<file path="src/rtl/grf_scoreboard.sv">
// grf_scoreboard: general-purpose register file with same-cycle write-back
// bypass and a per-register pending-write scoreboard for RAW hazard stalls.
// Optional build macro GRF_TRACE_EN: prints one trace line per committed
// write ("@<wpc>: $<wa> <= <wd>"); without it wpc is ignored.
module grf_scoreboard #(
  parameter int DATA_W = 32,
  parameter int ADDR_W = 5,
  parameter int PEND_W = 2
) (
  input  logic              clk,
  input  logic              rst,
  input  logic [ADDR_W-1:0] ra1,
  input  logic [ADDR_W-1:0] ra2,
  output logic [DATA_W-1:0] rd1,
  output logic [DATA_W-1:0] rd2,
  output logic              busy1,
  output logic              busy2,
  input  logic              iss_valid,
  input  logic [ADDR_W-1:0] iss_addr,
  output logic              iss_ready,
  input  logic              we,
  input  logic [ADDR_W-1:0] wa,
  input  logic [DATA_W-1:0] wd,
  input  logic [31:0]       wpc,
  input  logic              clr,
  output logic              err
);

  localparam int NREG = 2 ** ADDR_W;
  localparam logic [ADDR_W-1:0] ADDR_ZERO = {ADDR_W{1'b0}};
  localparam logic [DATA_W-1:0] DATA_ZERO = {DATA_W{1'b0}};
  localparam logic [PEND_W-1:0] PEND_ZERO = {PEND_W{1'b0}};
  localparam logic [PEND_W-1:0] PEND_ONE  = PEND_W'(1);
  localparam logic [PEND_W-1:0] PEND_MAX  = {PEND_W{1'b1}};

  logic [DATA_W-1:0] regs      [NREG];
  logic [PEND_W-1:0] pend      [NREG];
  logic [PEND_W-1:0] pend_next [NREG];
  logic              commit;
  logic              accept;
  logic              underflow;

  // Read value seen by decode: $0 is hard zero, a retiring write wins over the array.
  function automatic logic [DATA_W-1:0] read_port(input logic [ADDR_W-1:0] a);
    logic [DATA_W-1:0] v;
    if (a == ADDR_ZERO) begin
      v = DATA_ZERO;
    end else if (we && (wa == a)) begin
      v = wd;
    end else begin
      v = regs[a];
    end
    return v;
  endfunction

  // Hazard flag: the write retiring this cycle is already covered by the bypass.
  function automatic logic busy_port(input logic [ADDR_W-1:0] a);
    logic b;
    if (a == ADDR_ZERO) begin
      b = 1'b0;
    end else if (we && (wa == a)) begin
      b = (pend[a] > PEND_ONE);
    end else begin
      b = (pend[a] != PEND_ZERO);
    end
    return b;
  endfunction

  // Decode-side combinational outputs and the write-back/issue qualifiers.
  always_comb begin
    rd1       = read_port(ra1);
    rd2       = read_port(ra2);
    busy1     = busy_port(ra1);
    busy2     = busy_port(ra2);
    iss_ready = (iss_addr == ADDR_ZERO) || (pend[iss_addr] != PEND_MAX);
    accept    = iss_valid && iss_ready && !clr;
    commit    = we && (wa != ADDR_ZERO);
    underflow = commit && (pend[wa] == PEND_ZERO) && !clr;
  end

  // Next pending count per register: flush clears, otherwise +issue -retire.
  always_comb begin
    for (int r = 0; r < NREG; r++) begin
      pend_next[r] = pend[r];
      if (r == 0) begin
        pend_next[r] = PEND_ZERO;
      end else if (clr) begin
        pend_next[r] = PEND_ZERO;
      end else begin
        pend_next[r] = pend[r]
                     + PEND_W'(accept && (iss_addr == ADDR_W'(r)))
                     - PEND_W'(we && (wa == ADDR_W'(r)) && (pend[r] != PEND_ZERO));
      end
    end
  end

  // Register array: cleared by reset, written by write-back (never $0).
  always_ff @(posedge clk or posedge rst) begin
    if (rst) begin
      for (int i = 0; i < NREG; i++) begin
        regs[i] <= DATA_ZERO;
      end
    end else if (commit) begin
      regs[wa] <= wd;
    end
  end

  // Scoreboard counters.
  always_ff @(posedge clk or posedge rst) begin
    if (rst) begin
      for (int i = 0; i < NREG; i++) begin
        pend[i] <= PEND_ZERO;
      end
    end else begin
      for (int i = 0; i < NREG; i++) begin
        pend[i] <= pend_next[i];
      end
    end
  end

  // Sticky error: a retire arrived for a register with nothing outstanding.
  always_ff @(posedge clk or posedge rst) begin
    if (rst) begin
      err <= 1'b0;
    end else if (underflow) begin
      err <= 1'b1;
    end else begin
      err <= err;
    end
  end

`ifdef GRF_TRACE_EN
  // Trace of every committed write-back.
  always_ff @(posedge clk) begin
    if (!rst && commit) begin
      $display("@%h: $%d <= %h", wpc, wa, wd);
    end
  end
`else
  logic unused_wpc;
  assign unused_wpc = ^wpc;
`endif

endmodule

</file>
<file path="config.mk">
export PLATFORM = sky130hd
export DESIGN_NAME = grf_scoreboard
export DESIGN_NICKNAME = d
export VERILOG_FILES = /design/src/rtl/grf_scoreboard.sv
export SDC_FILE = /design/constraint.sdc
export NUM_CORES = 2
export LEC_CHECK = 0
export CORE_ASPECT_RATIO = 0.5
export CORE_UTILIZATION = 31
export CTS_CLUSTER_SIZE = 24
export DETAILED_ROUTE_END_ITERATION = 16
export GPL_TIMING_DRIVEN = 1
export HOLD_SLACK_MARGIN = 0.06
export PLACE_DENSITY_LB_ADDON = 0.3
export SLEW_MARGIN = 20
export SYNTH_ARGS = -nofsm -noshare
export SYNTH_HDL_FRONTEND = slang
export SYNTH_SLANG_ARGS = --single-unit
</file>
<file path="constraint.sdc">
create_clock -name clk -period 42.1 [get_ports clk]
set_input_delay 4.21 -clock clk [delete_from_list [all_inputs] [get_ports clk]]
set_output_delay 4.21 -clock clk [all_outputs]
set_load 0.01 [all_outputs]
</file>
==> results.md <==
* Global Route met1 Usage at 28.63%
* Pin count of the biggest net entering global routing at 180
* Reg clk slew, reported paths at 0.06 ns
* Worst Setup Path Type: primary input to output port
* Post-Syn Instances at 4330
* Synth cell types at 56
* Via count at 40424
* Multi-input gate area at 31580 um2
* Initial core utilization at 31.32%
* GRT overflow at 0
* Die W at 628.0 um
* Skew-Pair Late Insertion Delay at 0.75 ns
* Startpoint Class: primary input
* Storage cell area at 27200 um2
* Clk sinks at 1087
* RSZ-0062 raised after global routing: false
* P&R area growth vs syn at 12.38%
* Hold Path Class: flip-flop to flip-flop
* Mapped Nets at 4481
* Max cap viols at 0
* Row count at 114
* Critical Path AT at 10.37 ns
* Worst-path maximum fanout at 53
* CTS tree: yes
* Status: finished, final reports clean
* Core Region at 194000 um2
* Hold Path Depth at 0
* Crit path capture type: output port
* Post-synthesis sequential area ratio at 44.78%
* Worst Hold Path EP: regs[1016]
* Tot GR Track Use at 21.03%
* Met3 usage at 4.007%
* Final Max Tran Viols at 0
* Ports at 157
* EDFF count, synth at 0
* Most Crowded Layer GR: met2
* Pre-antenna DRT Iters at 6
* Most frequent cell after synthesis: dfrtp_1
* H-tree levels at 3
* Final ANT Viol Nets at 0
* Period utilization at 34.62%
* Commonest cells post-synth: dfrtp_1 (1087), mux2_2 (996), mux4_2 (494), mux2i_1 (274), clkbuf_1 (265)
* R2R Setup Slk at 38.95 ns
* WHS at 0.3973 ns
* Hold buffers post-CTS at 0
* Full die area at 197800 um2
* Clock share of power at 34.6%
* Leakage power at 29.43 nW
* Pint at 0.002212 W
* HPWL after DPL at 116.9 mm
* Worst rel slew slack at 21.64%
* Share of cells above drive strength 1 at 43.57%
* PortBufs at 124
* Vias in the first global route at 42117
* VDD IR max at 32.21 uV
* Sw Ratio at 27.84%
* Final period demand of the worst path at 14.58 ns
* Synth top area share at 44.78%
* Sw power at 0.0008536 W
* Fin nets at 4363
* Layout Cell Area excl Fill at 68270 um2
* Post-route setup TNS at 0 ns
* Fmax at 68.61 MHz
* Combinational share of power at 20.8%
* Yosys warns at 0
* Drt initial violations at 4339
* Die Ht at 315.0 um
* Root Buffer: clkbuf_16
* Post-synth ARST share at 100.0%
* Synth Area per Inst at 14.03 um2
* Yosys reg bits at 1087
* GR met2 Demand/Resource at 33.65%
* Top_reg_cell synth: dfrtp_1
* Number of setup violations in the final report at 0
* Postcts setup bufs at 0
* DRC Markers at 0
* Path depth of the worst reg2reg path at 11
* Clock skew at 0.01145 ns
* Final wirelength at 210.2 mm
* Yosys top cell by area: dfrtp_1
* Post-placement cell area at 64410 um2
* # fillers at 18594
* Worst Hold Launch: regs[1016]
* Total CTS buffers at 115
* Sequential Power Share at 44.6%
* Launching point of the worst reg2reg path: pend[27]
* Initial antenna violation count at 9
* Via/cell ratio at 5.841
* Top post-synthesis cells by area: dfrtp_1 (45%), mux2_2 (18%), mux4_2 (18%)
* Final core utilization at 35.19%
* Worst reg2reg endpoint: pend[7]
* Mapped cell area at 60750 um2
* Post-cts sizing count at 0
* Worst Max-Slew Pin Slew at 1.175 ns
* Hold Fails Final Rpt at 0
* Pwr dens at 44.91 nW/um2
* Worst Path Required at 37.89 ns
* Gpl congestion at 0.8295
* First-pass GRT wire length at 304.8 mm
* Clk buf depth at 3
* Routed WL per cell at 30.36 um
flip-flops by register name (all words and copies together), names as in the netlist:
signal,flops
pend,62
err,1
regs,1024
cell families (layout without fill, tap and decap cells):
logic type | count (synthesis) | count (layout) | synth area share [%]
mux | 1767 | 1767 | 41.42
flops | 1087 | 1087 | 44.78
buf+inv | 508 | 484 | 3.648
simple gates | 457 | 457 | 3.524
compound gates | 377 | 377 | 4.313
xor+xnor | 72 | 72 | 1.038
fa+ha+maj | 62 | 62 | 1.277
other cells | 0 | 5 | 0
layer usage:
layer  share of wire [%]  wire length, um
met1                  43            89540
met2                  46            97690
met3                 7.3            15270
met4                 3.6             7639
met5              0.0057               12
worst max-delay path, cell delays in order:
cell and delay, ns:
buf_8 0.40, buf_4 0.83, buf_4 0.93, buf_4 0.86
buf_4 0.86, mux4_2 0.61, mux4_2 0.47, nand3_1 0.09
o21ai_0 0.26, clkdlybuf4s50_1 0.57
per-stage QoR:
stage	total power, W	worst slack [ns]	instances
after detailed placement	0.002020	27.43	6705
after floorplan	0.001820	7.287	4330
final	0.003066	27.52	6921
after global placement	0.001983	27.48	6705
after CTS	0.003083	27.42	6916
after global routing	0.003194	27.21	6919
final cells by class:
type / count / area share [%]
diodes: 5 / 0.01833
clock buffers: 181 / 5.244
clock inverters: 30 / 0.4820
inverters: 39 / 0.2254
multi-input cells: 2735 / 46.26
flip-flops and latches: 1087 / 39.85
well taps: 2610 / 4.784
repair buffers: 234 / 3.145
placed cells by master, fill, tap and decap left out, types with 25 or more instances in the layout:
cell type	count
nor2_1	129
nand2_1	111
buf_4	98
mux4_2	494
a221o_1	25
dfrtp_1	1087
clkdlybuf4s50_1	97
mux2i_1	274
nor2b_1	39
xnor2_1	33
inv_1	38
nor3_1	30
a22oi_1	72
a21oi_1	80
nand3_1	35
o21ai_0	44
clkbuf_16	118
mux2_2	996
o22ai_1	28
clkbuf_8	39
ha_1	62
xor2_1	39
power groups by stage:
| stage | Sequential, W | Clock, W | Combinational [W] |
|---|---|---|---|
| detailed placement | 0.00138 | 0 | 0.000639 |
| finish | 0.00137 | 0.00106 | 0.000637 |
| floorplan | 0.00134 | 0 | 0.000480 |
| global placement | 0.00136 | 0 | 0.000624 |
| CTS | 0.00136 | 0.00108 | 0.000641 |
| global route | 0.00139 | 0.00112 | 0.000679 |
how the worst max path moves through the flow:
stage | endpoint | cells past startpoint | slack (ns) | start
after detailed placement | rd2[15] | 10 | 27.43 | ra2[0]
after floorplan | err | 1 | 7.29 | rst
after global placement | rd2[15] | 10 | 27.48 | ra2[0]
after CTS | rd2[15] | 10 | 27.42 | ra2[0]
final | rd2[15] | 10 | 27.52 | ra2[0]
after global routing | rd2[16] | 10 | 27.21 | ra2[0]
No activity file was read; power rests on OpenSTA's default activity.
